$ cat src/rtl/piso_serializer.sv
`timescale 1ns/1ps
// piso_serializer
//   Parallel-in/serial-out shifter. Accepts an N-bit word on a valid/ready
//   handshake and shifts it out LSB-first on sdo, each bit held for DIV
//   clock cycles. sdo idles high.
//
//   Optional feature (macro PISO_PARITY_EN): after data bit N-1 an even
//   parity bit (XOR of the captured word) is sent for DIV cycles before done.
//
// Parameters:
//   N   - data word width in bits (>= 1)
//   DIV - clock cycles each serial bit is held (>= 1)
//
// Ports:
//   clk        in   system clock, rising edge
//   rst_n      in   asynchronous active-low reset
//   ce         in   clock enable; 0 freezes all state
//   d          in   parallel word to transmit
//   load_valid in   d is valid and requests transmission
//   load_ready out  a word can be accepted this cycle (registered)
//   sdo        out  serial data, idle 1 (registered)
//   busy       out  frame in progress (registered)
//   bit_strobe out  pulse in the first cycle of each bit on sdo
//   done       out  pulse in the first idle cycle after a frame
module piso_serializer #(
  parameter int N   = 8,
  parameter int DIV = 4
) (
  input  logic         clk,
  input  logic         rst_n,
  input  logic         ce,
  input  logic [N-1:0] d,
  input  logic         load_valid,
  output logic         load_ready,
  output logic         sdo,
  output logic         busy,
  output logic         bit_strobe,
  output logic         done
);

  localparam int DW = (DIV > 1) ? $clog2(DIV) : 1;
  localparam int BW = (N > 1) ? $clog2(N) : 1;
  localparam logic [DW-1:0] DIV_LAST = DW'(DIV - 1);
  localparam logic [BW-1:0] BIT_LAST = BW'(N - 1);

`ifdef PISO_PARITY_EN
  typedef enum logic [1:0] {
    ST_IDLE  = 2'd0,
    ST_SHIFT = 2'd1,
    ST_PAR   = 2'd2
  } state_t;
`else
  typedef enum logic {
    ST_IDLE  = 1'b0,
    ST_SHIFT = 1'b1
  } state_t;
`endif

  state_t          r_state;
  state_t          w_state_nxt;
  logic [N-1:0]    r_shreg;
  logic [N-1:0]    w_shreg_nxt;
  logic [DW-1:0]   r_div_cnt;
  logic [DW-1:0]   w_div_nxt;
  logic [BW-1:0]   r_bit_cnt;
  logic [BW-1:0]   w_bit_nxt;
  logic            r_sdo;
  logic            w_sdo_nxt;
  logic            r_busy;
  logic            r_load_ready;
  logic            r_done;
  logic            w_hs;
  logic            w_div_end;
  logic            w_frame_end;
`ifdef PISO_PARITY_EN
  logic            r_par;
`endif

  // load_ready is only ever 1 in IDLE, so it alone qualifies the handshake.
  assign w_hs      = ce & load_valid & r_load_ready;
  assign w_div_end = (r_div_cnt == DIV_LAST);

  // State register
  always_ff @(posedge clk or negedge rst_n) begin
    if (!rst_n) begin
      r_state <= ST_IDLE;
    end else begin
      r_state <= w_state_nxt;
    end
  end

  // Next-state, shift register and counter update
  always_comb begin
    w_state_nxt = r_state;
    w_shreg_nxt = r_shreg;
    w_div_nxt   = r_div_cnt;
    w_bit_nxt   = r_bit_cnt;
    w_frame_end = 1'b0;
    if (ce) begin
      case (r_state)
        ST_IDLE: begin
          if (w_hs) begin
            w_state_nxt = ST_SHIFT;
            w_shreg_nxt = d;
            w_div_nxt   = '0;
            w_bit_nxt   = '0;
          end
        end
        ST_SHIFT: begin
          if (w_div_end) begin
            w_div_nxt   = '0;
            w_shreg_nxt = r_shreg >> 1;
            if (r_bit_cnt == BIT_LAST) begin
`ifdef PISO_PARITY_EN
              w_state_nxt = ST_PAR;
`else
              w_state_nxt = ST_IDLE;
              w_frame_end = 1'b1;
`endif
            end else begin
              w_bit_nxt = r_bit_cnt + BW'(1);
            end
          end else begin
            w_div_nxt = r_div_cnt + DW'(1);
          end
        end
`ifdef PISO_PARITY_EN
        ST_PAR: begin
          if (w_div_end) begin
            w_div_nxt   = '0;
            w_state_nxt = ST_IDLE;
            w_frame_end = 1'b1;
          end else begin
            w_div_nxt = r_div_cnt + DW'(1);
          end
        end
`endif
        default: begin
          w_state_nxt = ST_IDLE;
        end
      endcase
    end
  end

  // sdo is registered, so it is computed from the state being entered
  // rather than decoded from the current state.
  always_comb begin
    w_sdo_nxt = 1'b1;
    case (w_state_nxt)
      ST_SHIFT: w_sdo_nxt = w_shreg_nxt[0];
`ifdef PISO_PARITY_EN
      ST_PAR:   w_sdo_nxt = r_par;
`endif
      default:  w_sdo_nxt = 1'b1;
    endcase
  end

  // Datapath and registered outputs; everything holds while ce=0.
  always_ff @(posedge clk or negedge rst_n) begin
    if (!rst_n) begin
      r_shreg      <= '0;
      r_div_cnt    <= '0;
      r_bit_cnt    <= '0;
      r_sdo        <= 1'b1;
      r_busy       <= 1'b0;
      r_load_ready <= 1'b0;
      r_done       <= 1'b0;
`ifdef PISO_PARITY_EN
      r_par        <= 1'b0;
`endif
    end else if (ce) begin
      r_shreg      <= w_shreg_nxt;
      r_div_cnt    <= w_div_nxt;
      r_bit_cnt    <= w_bit_nxt;
      r_sdo        <= w_sdo_nxt;
      r_busy       <= (w_state_nxt != ST_IDLE);
      r_load_ready <= (w_state_nxt == ST_IDLE);
      r_done       <= w_frame_end;
`ifdef PISO_PARITY_EN
      if (w_hs) begin
        r_par <= ^d;
      end
`endif
    end
  end

  assign sdo        = r_sdo;
  assign busy       = r_busy;
  assign load_ready = r_load_ready;
  // The done flag is held in r_done across stalls and only shown on a ce=1
  // cycle, so a frame ending just before a stall still yields one pulse.
  assign done       = ce & r_done;
  assign bit_strobe = ce & (r_state != ST_IDLE) & (r_div_cnt == '0);

endmodule

$ cat config.mk
export PLATFORM = sky130hd
export DESIGN_NAME = piso_serializer
export DESIGN_NICKNAME = d
export VERILOG_FILES = /design/src/rtl/piso_serializer.sv
export SDC_FILE = /design/constraint.sdc
export NUM_CORES = 1
export LEC_CHECK = 0
export CORE_MARGIN = 1.5
export CORE_UTILIZATION = 26
export CTS_BUF_LIST = sky130_fd_sc_hd__clkbuf_2 sky130_fd_sc_hd__clkbuf_4 sky130_fd_sc_hd__clkbuf_8
export DETAILED_ROUTE_END_ITERATION = 6
export GPL_TIMING_DRIVEN = 1
export HOLD_SLACK_MARGIN = 0.03
export SLEW_MARGIN = 40
export SYNTH_ARGS = -nofsm -noshare
export SYNTH_HDL_FRONTEND = slang
export SYNTH_SLANG_ARGS = --single-unit
$ cat constraint.sdc
create_clock -name clk -period 3.97 [get_ports clk]
set_input_delay 0.794 -clock clk [delete_from_list [all_inputs] [get_ports clk]]
set_output_delay 0.794 -clock clk [all_outputs]
set_load 0.02 [all_outputs]
Yosys cells after proc, flatten, opt, wreduce, memory -nomap -nowiden
Cells that the tools add are included.
{"block": "op_classes", "eq_ne": 5, "bitwise_logic": 7, "n_addsub": 2, "muxes": 19, "reduce_logical": 4}
{"op": "two-way mux 8 bit", "count": 2}
{"op": "one-hot mux 8 bit (2 select lines)", "count": 1}
{"op": "two-way mux 3 bit", "count": 3}
{"op": "two-way mux 1 bit", "count": 8}
{"op": "one-hot mux 3 bit (2 select lines)", "count": 1}
{"op": "bitwise AND 1 bit", "count": 5}
{"op": "two-way mux 2 bit", "count": 2}
{"op": "!= test 2 bit, second input constant", "count": 2}
{"op": "one-hot mux 2 bit (2 select lines)", "count": 1}
{"op": "AND reduction 4 bit", "count": 1}
{"op": "adder 3 x 1 -> 3 bit, second input constant", "count": 1}
{"op": "== test 3 bit, second input constant", "count": 1}
{"op": "AND reduction 3 bit", "count": 1}
{"op": "adder 2 x 1 -> 2 bit, second input constant", "count": 1}
{"op": "== test 2 bit, second input constant", "count": 1}
{"op": "logical NOT 2 bit", "count": 1}
{"op": "!= test 2 x 1 -> 1 bit, second input constant", "count": 1}
{"op": "NOT 1 bit", "count": 2}
{"op": "one-hot mux 1 bit (2 select lines)", "count": 1}
{"op": "AND reduction 2 bit", "count": 1}
{"block": "word_totals", "input_bits": 12, "output_inout_bits": 5, "wordCells": 46, "reg_bits": 18}

Longest topological paths before layout
Gate-level depths: netlist of the first run.
{"block": "logic_depth", "depth_word": 6, "ltp_mapped": 5, "depth_no_buf": 5}

Worst setup path after synthesis of the first run
No wires, ideal clock.
{"block": "synth_timing", "kind": "in2out", "startpoint": "in ce", "endpoint": "out bit_strobe", "path_buffers": 1, "t_arrival_ns": 1.339, "slack_ns": 1.837, "required_ns": 3.176, "cell_stages": 2, "path_cell_list": "clkbuf_1 -> and3_1"}
{"block": "synth_between", "elab_chain_len": 2}
{"element": "start, declared", "line": "31", "rtl": "input logic ce,"}
{"element": "bitwise AND 1 bit (2 in a row)", "line": "193", "rtl": "assign bit_strobe = ce & (r_state != ST_IDLE) & (r_div_cnt == '0);"}
{"element": "end, declared", "line": "37", "rtl": "output logic bit_strobe,"}
No other way between the ends.

Final worst setup path of the first run
Ends and elaborated chain as after synthesis.

==> results of run 1 <==
[layer usage]
| metal | share of wire, % | vias to the layer above | global-route usage [%] |
|---|---|---|---|
| li1 | - | 373 | - |
| met1 | 48 | 381 | 13.8 |
| met2 | 45 | 23 | 16.4 |
| met3 | 5.4 | 4 | 2.26 |
| met4 | 1.4 | 0 | 5.32 |
| met5 | 0 | - | 0 |
[worst register-to-register path, delay by kind of cell (launching register included)]
family | cells | cell delay (ns)
flops | 1 | 0.80
simple gates | 2 | 0.62
buf+inv | 1 | 0.30
[final cells by class]
type | count | area (µm²)
inverters | 6 | 22.5
flip-flops and latches | 18 | 452
repair buffers | 17 | 163
fillers | 367 | 2410
multi-input cells | 64 | 494
well taps | 48 | 60.1
clock buffers | 4 | 55.1
[stage by stage]
stage / cells / hold WS (ns) / worst slack, ns / utilization, % / power (µW)
after floorplan: 91 / 0.472 / 1.84 / - / 605
after CTS: 157 / 0.498 / 1.08 / 34.2 / 845
after global placement: 153 / 0.466 / 1.08 / 32.7 / 676
after detailed placement: 153 / 0.481 / 1.08 / 32.7 / 692
final: 157 / 0.466 / 1.10 / 34.0 / 834
after global routing: 157 / 0.490 / 1.04 / 34.0 / 908
[sequential cells by signal, indices dropped and copies added (netlist names)]
name	count
sdo	1
r_done	1
busy	1
r_state	1
r_bit_cnt	3
load_ready	1
r_shreg	8
r_div_cnt	2
[cell usage in the layout, fill, tap and decap left out, types with 2 or more instances in the layout]
cell and instances:
sky130_fd_sc_hd__or4_1 2, sky130_fd_sc_hd__clkdlybuf4s50_1 15, sky130_fd_sc_hd__mux2_2 13, sky130_fd_sc_hd__clkbuf_8 4, sky130_fd_sc_hd__inv_1 6, sky130_fd_sc_hd__o21ai_0 3
sky130_fd_sc_hd__nor2_1 2, sky130_fd_sc_hd__a21oi_1 4, sky130_fd_sc_hd__nand2_1 4, sky130_fd_sc_hd__and3_1 3, sky130_fd_sc_hd__ha_1 4, sky130_fd_sc_hd__nand3_1 7
sky130_fd_sc_hd__a31oi_1 3, sky130_fd_sc_hd__dfrtp_1 17
[worst paths after layout]
kind,slack [ns],to,start
max in group asynchronous,3.18,sdo$_DFFE_PN1P_,rst_n
worst max register to register,2.19,r_bit_cnt[2]$_DFFE_PN0P_,r_state$_DFF_PN0_
worst min register to register,0.49,busy$_DFFE_PN0P_,busy$_DFFE_PN0P_
worst max-delay path,1.10,bit_strobe,ce
min in group clk,0.49,busy$_DFFE_PN0P_,busy$_DFFE_PN0P_
worst min-delay path,0.47,r_shreg[5]$_DFFE_PN0P_,rst_n
[logic make-up (layout without fill, tap and decap cells)]
group | after synthesis | after routing | synth area share [%]
AO/OA/AOI/OAI | 17 | 17 | 11.5
adder cells (fa/ha/maj) | 4 | 4 | 5.01
buffers and inverters | 9 | 27 | 5.26
flip-flops | 18 | 18 | 45.2
multiplexers | 14 | 14 | 15.7
AND/OR/NAND/NOR | 29 | 29 | 17.3
[power by group]
group,switching (µW),internal (µW)
Sequential,87.5,266
Combinational,143,188
Clock,61.9,88.1
==> impl_metrics.ini, run 1 <==
[global_routing]
global_route_wire_length_before_repair_um = 3480
grt_remaining_overflow = 0
first_global_vias = 803
grtUsageTotal_pct = 10.5
grt_max_degree = 23
antenna_violations_before_repair = 0

[floorplanning]
boundaryPins = 17
floorplan.rows = 22
chipHeight_um = 65.0
initial_core_util_pct = 27.3
design.die.area_um2 = 4220
core_region_area_um2 = 3660
die_x_um = 65.0

[setup_path]
count_of_cells_along_the_worst_register_to_register_path = 3
worstPathMaxFanout = 3
crit_buf_inv = 2
start_kind = primary input
critical_path.cell_chain = clkdlybuf4s50_1, and3_1, clkdlybuf4s50_1
cp_data_arrival_time_ns = 2.08
critical_path_end_type = primary output
critical-path-top-delay-family = buffers and inverters
slowest_stage = sky130_fd_sc_hd__clkdlybuf4s50_1
setup.worst_path.class = in2out
slowest_delay_ns = 0.60
most_frequent_cp_cell = sky130_fd_sc_hd__clkdlybuf4s50_1
critical_path_cell_count = 3
required_ns = 3.18

[yosys]
synth.yosys.seq_area_share_pct = 45.2
synthesis_stage_register_bit_count = 18
synth_async_sr_flop_share_pct = 100
ys_top_cells_by_count = sky130_fd_sc_hd__dfrtp_1 (17), sky130_fd_sc_hd__mux2_2 (13), sky130_fd_sc_hd__nand3_1 (7)
yosys.cell_types.count = 35
synth.largest_area_cell = sky130_fd_sc_hd__dfrtp_1
synth.top_cell.area_share_pct = 42.6
synth_fp_nets = 107
synthesis.area_um2 = 998
synth.yosys.warnings = 0
cell_types_with_the_largest_area_share_after_synthesis = sky130_fd_sc_hd__dfrtp_1 (43%), sky130_fd_sc_hd__mux2_2 (15%), sky130_fd_sc_hd__ha_1 (5.0%), sky130_fd_sc_hd__nand3_1 (3.5%), sky130_fd_sc_hd__dfstp_2 (2.6%)
synth_enable_flop_cells = 0
synthesis.area_per_instance_um2 = 11.0
synthesis.instances = 91
most_frequent_cell_after_synthesis = sky130_fd_sc_hd__dfrtp_1
synth-main-ff-cell = sky130_fd_sc_hd__dfrtp_1

[route]
detail_route.iter0.violations = 17
routed_wirelength_um = 1960
detailed_routing_iteration_count_for_the_pre_antenna_repair_pass = 4
vias = 781
antenna_left = 0
drc = 0
routedWlPerCell_um = 12.5
vias_per_cell = 4.97

[final_layout]
final_cell_area_um2 = 1250
synthToLayoutAreaGrowth_pct = 24.8
antenna-diode-count = 0
num-nets-final = 126
drive_above_1_share_pct = 23.9

[place]
port_buffers = 16
postPlaceCellArea_um2 = 1200
place.gp.congestion = 0.768
hpwl_um = 1390

[timing]
max_slew.worst_pin.slew_ns = 0.700
skew_ns = 0.00313
hold_viol_final = 0
fmax_mhz = 348
report.final.slew_viol_count = 0
min_period_over_period_pct = 72.3
unrepaired_setup_endpoints_after_global_routing = false
fin_tns_setup_ns = 0
maxSlewHeadroom_pct = 53.4
layout_min_cycle_time_ns = 2.87
setup-violations-final = 0

[clocking]
post_cts.repair.setup_buffers = 0
cts_tree = done
clk_path_buf_depth = 2
cts_sinks = 18
ctsResizeCount = 0
cts_root_cell = sky130_fd_sc_hd__clkbuf_8
htree_levels = 1
cts_inserted_buffers = 3
clk_pin_slew_ns = 0.07
clk_latency_ns = 0.25
cts_hold_repair.buffers = 0

[power]
power.leakage_uw = 0.000562
power_density_nw_per_um2 = 669
worst_ir_drop_vdd_mv = 0.293

[min_path]
worst_hold_path_type = in2async

[job]
drv.max_cap_violation_count = 0

[outcome]
run_status = finished, final reports clean
(Power assumes the default switching activity.)
==> run 2, diff against run 1 <==
==> constraint.sdc (replaced) <==
create_clock -name clk -period 2.6 [get_ports clk]
set_input_delay 0.52 -clock clk [delete_from_list [all_inputs] [get_ports clk]]
set_output_delay 0.52 -clock clk [all_outputs]
set_load 0.02 [all_outputs]
==> run 2 against run 1 <==
Net effect: flip-flop and latch count unchanged; clock power up 41%; via count shrank 0.64%; critical endpoint unchanged; count of clock-buffer cells in the layout unchanged; total power up 53%; sequential share of layout area fell by 0.40 points; critical path type unchanged; largest power group is now combinational cells; worst setup slack lost 0.83 ns; clock skew shrank 0.00069 ns; routed wire length increased by 5.3%; sequential power rose by 40%.
==> impl_metrics.ini, run 2 (synthesis results as in run 1) <==
[power]
worst_ir_drop_vdd_mv = 0.390
power_density_nw_per_um2 = 1010
totalPowerFinal_uw = 1270
p_switching_uw = 451
sw_share_pct = 35.4
sequential_share_of_power_pct = 38.8
share_comb_of_total_power_pct = 44.6
power.clock.fraction_pct = 16.6
power.leakage_uw = 0.000568
power_report.internal_total_uw = 822

[floorplanning]
floorplan.rows = 22
design.die.area_um2 = 4220
initial_core_util_pct = 27.3
chipHeight_um = 65.0
core_region_area_um2 = 3660
boundaryPins = 17
die_x_um = 65.0

[timing]
report.final.slew_viol_count = 0
unrepaired_setup_endpoints_after_global_routing = false
fin_tns_setup_ns = 0
fin_ws_ns = 0.267
max_slew.worst_pin.slew_ns = 0.256
hold_viol_final = 0
min_period_over_period_pct = 89.7
fmax_mhz = 429
layout_min_cycle_time_ns = 2.33
setup-violations-final = 0
skew_ns = 0.00244
maxSlewHeadroom_pct = 82.7

[route]
drc = 0
vias_per_cell = 4.88
detailed_routing_iteration_count_for_the_pre_antenna_repair_pass = 5
routed_wirelength_um = 2060
routedWlPerCell_um = 12.9
vias = 776
antenna_left = 0
detail_route.iter0.violations = 14

[global_routing]
grt_remaining_overflow = 0
groute.layer.met2.usage_pct = 16.6
met3_usage_pct = 1.91
grt_util_met1_pct = 13.6
first_global_vias = 747
grtUsageTotal_pct = 10.6
global_route_wire_length_before_repair_um = 3400
antenna_violations_before_repair = 0
grt_most_used_layer = met2
grt_max_degree = 22

[clocking]
ctsResizeCount = 0
cts_hold_repair.buffers = 0
clk_pin_slew_ns = 0.07
cts_tree = done
cts_root_cell = sky130_fd_sc_hd__clkbuf_8
cts_inserted_buffers = 3
clk_path_buf_depth = 2
post_cts.repair.setup_buffers = 0
htree_levels = 1
cts_sinks = 18
clk_latency_ns = 0.25

[setup_path]
required_ns = 2.08
cp_data_arrival_time_ns = 1.81
critical_path_end_type = primary output
start_kind = primary input
setup.worst_path.class = in2out
critical-path-top-delay-family = buffers and inverters
worstPathMaxFanout = 3
slowest_delay_ns = 0.60
slowest_stage = sky130_fd_sc_hd__clkdlybuf4s50_1
crit_buf_inv = 2
most_frequent_cp_cell = sky130_fd_sc_hd__clkdlybuf4s50_1
critical_path.cell_chain = clkdlybuf4s50_1, and3_1, clkdlybuf4s50_1

[place]
postPlaceCellArea_um2 = 1210
hpwl_um = 1500
port_buffers = 16
place.gp.congestion = 0.749
placement.setup.worst_slack_ns = 0.257

[final_layout]
fillerInstances = 360
final_cell_area_um2 = 1260
num-nets-final = 128
final_common_cell = sky130_fd_sc_hd__dfrtp_1
antenna-diode-count = 0
largest-register = r_shreg
synthToLayoutAreaGrowth_pct = 26.2
mostFrequentLayoutCells = sky130_fd_sc_hd__dfrtp_1 (17), sky130_fd_sc_hd__clkdlybuf4s50_1 (16), sky130_fd_sc_hd__mux2_2 (13)
reg.largest.list = r_shreg: 8 flops, r_bit_cnt: 3 flops, r_div_cnt: 2 flops
number_of_flip_flops_in_the_largest_register = 8
drive_above_1_share_pct = 24.3

[outcome]
run_status = finished, final reports clean

[job]
drv.max_cap_violation_count = 0

[min_path]
worst_hold_path_type = reg2reg
run 2: layout make-up:
cell class | instances | area, µm² | share of cell area [%]
well taps | 48 | 60.1 | 4.77
clock buffers | 4 | 48.8 | 3.87
multi-input cells | 64 | 494 | 39.2
inverters | 6 | 22.5 | 1.79
flip-flops and latches | 18 | 452 | 35.8
repair buffers | 19 | 183 | 14.5
run 2: power groups by stage:
stage,clock (µW),sequential (µW),combinational (µW)
final,212,494,567
after global routing,233,517,627
after CTS,218,497,575
after detailed placement,0,502,572
after floorplan,0,507,417
after global placement,0,493,552
run 2: path summary, 6_finish.rpt:
kind | start | end | slack, ns | cells after the start
max | ce | bit_strobe | 0.27 | 3
min | busy$_DFFE_PN0P_ | busy$_DFFE_PN0P_ | 0.49 | 1
max in group asynchronous | rst_n | sdo$_DFFE_PN1P_ | 1.75 | 2
min reg2reg | busy$_DFFE_PN0P_ | busy$_DFFE_PN0P_ | 0.49 | 1
max reg2reg | r_bit_cnt[0]$_DFFE_PN0P_ | r_bit_cnt[2]$_DFFE_PN0P_ | 0.98 | 4
min in group asynchronous | rst_n | r_shreg[5]$_DFFE_PN0P_ | 0.59 | 2
run 2: per-layer routing:
layer	share of wire (%)	wire length, µm
met3	5.0	102
met4	1.6	32
met2	46	952
met1	47	970
met5	0	0
run 2: worst reg2reg max path, delay by kind of cell (launching register included):
family	cells	cell delay (ns)
adder cells (fa/ha/maj)	2	0.48
flip-flops	1	0.41
AND/OR/NAND/NOR	2	0.66
run 2: through the flow:
stage / cells / util, % / hold slack [ns]
3_5_place_dp: 155 / 33.1 / 0.473
2_1_floorplan: 91 / - / 0.224
4_1_cts: 159 / 34.4 / 0.488
5_1_grt: 159 / 34.4 / 0.509
3_3_place_gp: 155 / 33.1 / 0.466
6_report: 159 / 34.4 / 0.487
